## config.mk

```make
export PLATFORM = sky130hd
export DESIGN_NAME = fetch_stage
export DESIGN_NICKNAME = d
export VERILOG_FILES = /design/src/rtl/fetch_stage.sv
export SDC_FILE = /design/constraint.sdc
export NUM_CORES = 1
export LEC_CHECK = 0
export CAP_MARGIN = 30
export CORE_AREA = 2 2 108 110
export DETAILED_ROUTE_END_ITERATION = 12
export DIE_AREA = 0 0 110 112
export GPL_ROUTABILITY_DRIVEN = 0
export PLACE_DENSITY = 0.95
export SYNTH_ARGS = -nofsm -noshare
export SYNTH_HDL_FRONTEND = slang
export SYNTH_SLANG_ARGS = --single-unit
export TNS_END_PERCENT = 50
```

## constraint.sdc

```tcl
create_clock -name clk -period 6.1 [get_ports clk]
set_input_delay 0.915 -clock clk [delete_from_list [all_inputs] [get_ports clk]]
set_output_delay 0.915 -clock clk [all_outputs]
set_load 0.005 [all_outputs]
```

## src/rtl/fetch_stage.sv

```systemverilog
// Instruction-fetch stage: owns the PC, drives the async-read imem word
// address and captures the returned word into the IF/ID pipeline register.
//
// Ports:
//   clk, reset            rising-edge clock, async active-high reset
//   stall                 hold PC and IF/ID register
//   redirect_valid/_pc    branch/jump target load, squashes IF/ID
//   imem_addr/imem_data   word address out, combinational read data in
//   if_valid/if_inst      IF/ID valid flag and instruction
//   if_pc/if_pc_plus4     byte address of if_inst and that address + 4
//   fault                 sticky fetch fault (misaligned or out of range)
module fetch_stage #(
    parameter int                 ADDR_BIT_WIDTH = 11,
    parameter int                 DATA_BIT_WIDTH = 32,
    parameter int                 PC_WIDTH       = 32,
    parameter logic [PC_WIDTH-1:0] RESET_PC      = 32'h40,
    parameter logic [DATA_BIT_WIDTH-1:0] NOP_INST = 32'h0
) (
    input  logic                      clk,
    input  logic                      reset,
    input  logic                      stall,
    input  logic                      redirect_valid,
    input  logic [PC_WIDTH-1:0]       redirect_pc,
    output logic [ADDR_BIT_WIDTH-1:0] imem_addr,
    input  logic [DATA_BIT_WIDTH-1:0] imem_data,
    output logic                      if_valid,
    output logic [DATA_BIT_WIDTH-1:0] if_inst,
    output logic [PC_WIDTH-1:0]       if_pc,
    output logic [PC_WIDTH-1:0]       if_pc_plus4,
    output logic                      fault
);

    // First byte address past the end of instruction memory.
    localparam logic [PC_WIDTH-1:0] PC_LIMIT =
        PC_WIDTH'(64'(1) << (ADDR_BIT_WIDTH + 2));

    typedef enum logic [1:0] {
        S_BOOT = 2'd0,
        S_RUN  = 2'd1,
        S_HALT = 2'd2
    } state_e;

    state_e                    state_q, state_d;
    logic [PC_WIDTH-1:0]       pc_q, pc_d;
    logic                      valid_q, valid_d;
    logic [DATA_BIT_WIDTH-1:0] inst_q, inst_d;
    logic [PC_WIDTH-1:0]       ifpc_q, ifpc_d;
    logic [PC_WIDTH-1:0]       ifpc4_q, ifpc4_d;

    logic                      redir_bad;
    logic                      pc_oob;
    logic [PC_WIDTH-1:0]       pc_plus4;

    assign redir_bad = (redirect_pc[1:0] != 2'b00);
    // A wrapped pc+4 lands below the limit only after passing through it,
    // so the range check on the current pc is sufficient.
    assign pc_oob    = (pc_q >= PC_LIMIT);
    assign pc_plus4  = pc_q + PC_WIDTH'(4);

    // State and pipeline registers.
    always_ff @(posedge clk or posedge reset) begin
        if (reset) begin
            state_q <= S_BOOT;
            pc_q    <= RESET_PC;
            valid_q <= 1'b0;
            inst_q  <= NOP_INST;
            ifpc_q  <= '0;
            ifpc4_q <= '0;
        end else begin
            state_q <= state_d;
            pc_q    <= pc_d;
            valid_q <= valid_d;
            inst_q  <= inst_d;
            ifpc_q  <= ifpc_d;
            ifpc4_q <= ifpc4_d;
        end
    end

    // Next-state logic.
    always_comb begin
        state_d = state_q;
        case (state_q)
            S_BOOT: state_d = S_RUN;
            S_RUN: begin
                if (redirect_valid) begin
                    if (redir_bad) state_d = S_HALT;
                end else if (!stall && pc_oob) begin
                    state_d = S_HALT;
                end
            end
            S_HALT:  state_d = S_HALT;
            default: state_d = S_BOOT;
        endcase
    end

    // PC and IF/ID register updates: redirect > stall > advance.
    always_comb begin
        pc_d    = pc_q;
        valid_d = valid_q;
        inst_d  = inst_q;
        ifpc_d  = ifpc_q;
        ifpc4_d = ifpc4_q;
        case (state_q)
            S_BOOT: begin
                valid_d = 1'b0;
                if (redirect_valid) pc_d = redirect_pc;
            end
            S_RUN: begin
                if (redirect_valid) begin
                    valid_d = 1'b0;
                    inst_d  = NOP_INST;
                    if (!redir_bad) pc_d = redirect_pc;
                end else if (!stall) begin
                    if (pc_oob) begin
                        valid_d = 1'b0;
                        inst_d  = NOP_INST;
                    end else begin
                        valid_d = 1'b1;
                        inst_d  = imem_data;
                        ifpc_d  = pc_q;
                        ifpc4_d = pc_plus4;
                        pc_d    = pc_plus4;
                    end
                end
            end
            default: begin
                valid_d = 1'b0;
                inst_d  = NOP_INST;
            end
        endcase
    end

    // Outputs.
    always_comb begin
        imem_addr   = pc_q[ADDR_BIT_WIDTH+1:2];
        if_valid    = valid_q;
        if_inst     = inst_q;
        if_pc       = ifpc_q;
        if_pc_plus4 = ifpc4_q;
        fault       = (state_q == S_HALT);
    end

endmodule

```

==> results.md <==
Run status
* complete, no violations — outcome

Timing
* 31.1% — Worst slew margin
* 2990 ps — clock period minus final worst setup slack
* 49.1% — Final Cycle Share
* no — RSZ-0062 raised after global routing
* 0 ps — setup tns final
* 6.51 ps — Final Skew
* 0 — Final Hold Fails
* 483 ps — smallest hold slack
* 334 MHz — max frequency
* 1030 ps — Worst-Margin Slew
* 0 — Slew Viols, Final
* 0 — final setup vio count

Worst setup path
* 28 — Critical Path Fanout Max
* input pin — crit start category
* 3320 ps — Data arrival, critical path
* flop — critical path capture point type
* input pin to flop — class of the most critical setup path
* 6430 ps — endpoint required time on the critical path

Synth
* 60.7% — share of synthesized area occupied by flip-flops and latches
* 540 — net count after synthesis
* 100% — share of flip-flops with an asynchronous set or reset
* sky130_fd_sc_hd__dfrtp_1 (60%), sky130_fd_sc_hd__a22o_1 (5.3%), sky130_fd_sc_hd__nor2b_1 (4.6%) — largest cells by area after synthesis
* 0.00532 mm2 — Cell Area, Synth
* 467 — Synth Instances
* sky130_fd_sc_hd__dfrtp_1 — primary flip-flop cell chosen by synthesis mapping
* 0 — warnings from Yosys
* 60.2% — post-synth top area share
* 11.4 um2 — Mapped Avg Cell Area
* 0 — Post-synth EDFFs
* 129 — number of register bits inferred by synthesis
* sky130_fd_sc_hd__dfrtp_1 — most used standard cell by instance count after synthesis
* sky130_fd_sc_hd__dfrtp_1 — largest area contributor in the netlist
* sky130_fd_sc_hd__dfrtp_1 (128), sky130_fd_sc_hd__nand2_1 (50), sky130_fd_sc_hd__nor2b_1 (39), sky130_fd_sc_hd__a21oi_1 (36), sky130_fd_sc_hd__a22o_1 (32) — list of most frequent post-synthesis cells
* 43 — number of distinct standard cells referenced by the synthesized netlist

Job
* 0 — max capacitance violation total

Drt
* 5.32 — per-cell via count in the routed design
* 242 — Iteration-0 DRC Markers
* 12900 um — WL final
* 0 — DRC violations left
* 5 — drt first pass iters
* 0 — post-route antenna net violation count
* 4166 — number of vias after detailed routing
* 16.5 um — detail-routed net length per standard cell

Global route
* 0 — number of antenna violations at the first check in global routing
* 70 — largest net degree at the start of global routing
* 35.7% — fraction of met2 tracks used by global routing
* 4243 — via count of the first global-routing pass
* 21100 um — wire length of the first global-routing pass
* 0 — total grt overflow
* met2 — global routing's busiest layer
* 7.96% — M3 GR Usage
* 27.7% — GRT met1 Usage
* 22.4% — gr usage total

Floorplan
* 112 um — Die H
* 110 um — chip width
* 177 — total I/O pin count
* 0.0123 mm2 — area of the die
* 39 — std cell rows
* 47.6% — initial cell density of the core
* 0.0112 mm2 — Floorplan Core Area

CTS
* 2 — number of buffers on the longest clock path
* 129 — Num Clock Sinks
* 60 ps — clock slew at the register clock pins of the worst setup and hold paths
* 0 — Resized cells post-CTS
* 0 — CTS Hold Bufs
* sky130_fd_sc_hd__clkbuf_16 — cell chosen for the clock root
* 410 ps — latest clock arrival within the worst-skew pair
* 4 — number of levels the H-tree was split into
* 0 — post-CTS setup buffers
* built — TritonCTS clock tree
* 17 — Num CTS Buffers

Finish
* 7.97% — fraction of layout instances using a drive strength above 1
* 787 — Layout fillers
* 700 — Nets
* 44.2% — Area Growth Syn to Fin
* 0 — ANT cells

Placement
* 9140 um — HPWL after detailed placement
* 176 — number of port buffers

Worst hold path
* flop to flop — hold crit path type

Pwr
* 3.47 nW — cell leakage power
* 349 mW/mm2 — power density over the cells
* 0.203 mV — worst ir drop on vdd

## logic make-up (layout without fill, tap and decap cells)
logic type                 Yosys count  after routing  synth area share [%]
buffers and inverters               47            220                  4.59
and+or+nand+nor                    156            156                  14.8
xor gates and xnor gates            10             10                  1.65
DFF                                129            129                  60.7
muxes                               17             17                  3.60
AOI/OAI and AO/OA                  103            103                  13.5
adders and majority gates            5              5                  1.18
## cell type report
class	instances	area, um2	area share, %
inverters	7	28.8	0.375
clock inverters	14	141	1.84
multi-input cells	291	1850	24.2
repair buffers	181	1800	23.5
well taps	143	179	2.33
clock buffers	18	439	5.72
flip-flops and latches	129	3230	42.1
## report_power, final
group,leakage [nW],internal [mW],switching (mW)
clock,0.277,0.609,0.370
sequential,1.72,0.969,0.143
combinational,1.47,0.266,0.321
## state kept, by name, indices dropped and copies added, names as in the netlist
register and cells:
if_inst 32, if_pc 32, if_pc_plus4 30, if_valid 1, pc_q 32, state_q 2
## cell usage in the layout (no fill, tap or decap), types with 2 or more instances in the layout
cell,netlist,final
sky130_fd_sc_hd__clkdlybuf4s50_1,0,176
sky130_fd_sc_hd__dfrtp_1,128,128
sky130_fd_sc_hd__nand2_1,50,50
sky130_fd_sc_hd__nor2b_1,39,38
sky130_fd_sc_hd__a21oi_1,36,36
sky130_fd_sc_hd__a22o_1,32,32
sky130_fd_sc_hd__nor2_1,28,28
sky130_fd_sc_hd__clkbuf_16,0,17
sky130_fd_sc_hd__nand3_1,15,15
sky130_fd_sc_hd__mux2_1,12,12
sky130_fd_sc_hd__o21ai_0,11,11
sky130_fd_sc_hd__inv_1,7,6
sky130_fd_sc_hd__nand4_1,5,5
sky130_fd_sc_hd__mux2_2,5,5
sky130_fd_sc_hd__xnor2_1,5,5
sky130_fd_sc_hd__xor2_1,5,5
sky130_fd_sc_hd__ha_1,5,5
sky130_fd_sc_hd__clkinv_2,0,5
sky130_fd_sc_hd__buf_4,16,5
sky130_fd_sc_hd__nor4_1,4,4
sky130_fd_sc_hd__clkinvlp_4,0,4
sky130_fd_sc_hd__nor3_1,4,3
sky130_fd_sc_hd__and3_1,3,3
sky130_fd_sc_hd__o22ai_1,3,3
sky130_fd_sc_hd__o22a_1,3,3
sky130_fd_sc_hd__o221ai_1,3,3
sky130_fd_sc_hd__o211ai_1,3,3
sky130_fd_sc_hd__clkinv_4,0,3
sky130_fd_sc_hd__a41oi_1,2,2
sky130_fd_sc_hd__o32ai_1,2,2
sky130_fd_sc_hd__a31oi_1,2,2
sky130_fd_sc_hd__bufinv_16,0,2
## worst max-delay path, stage by stage
cell,delay [ps]
sky130_fd_sc_hd__clkdlybuf4s50_1,520
sky130_fd_sc_hd__or4b_1,640
sky130_fd_sc_hd__o31ai_4,900
sky130_fd_sc_hd__a21oi_1,160
sky130_fd_sc_hd__a21oi_1,180
## per-layer routing
layer	wire length [um]	part of all wire, %
met5	0	0
met4	224	1.7
met3	1130	8.8
met2	6360	49
met1	5190	40
## final timing paths
kind,slack (ps),cells past startpoint,start,to
max,3110,5,redirect_valid,pc_q[7]$_DFFE_PP0P_
min,480,1,if_pc[11]$_DFFE_PP0P_,if_pc[11]$_DFFE_PP0P_
max reg2reg,3470,6,state_q[0]$_DFFE_PP0P_,pc_q[7]$_DFFE_PP0P_
min reg2reg,480,1,if_pc[11]$_DFFE_PP0P_,if_pc[11]$_DFFE_PP0P_
max in group asynchronous,3790,3,reset,if_pc_plus4[12]$_DFFE_PP0P_
min in group asynchronous,1030,2,reset,if_pc[26]$_DFFE_PP0P_
## through the flow
step / instances / instance area (um2) / power [mW] / setup WS, ps / util, %
finish: 783 / 7670 / 2.68 / 3110 / 68.6
global route: 783 / 7670 / 2.83 / 2900 / 68.6
CTS: 783 / 7670 / 2.70 / 3160 / 68.6
detailed placement: 751 / 7090 / 1.71 / 2720 / 63.5
global placement: 751 / 7090 / 1.66 / 2820 / 63.5
floorplan: 467 / 5320 / 1.52 / 1750 / -
(Power assumes the default switching activity.)
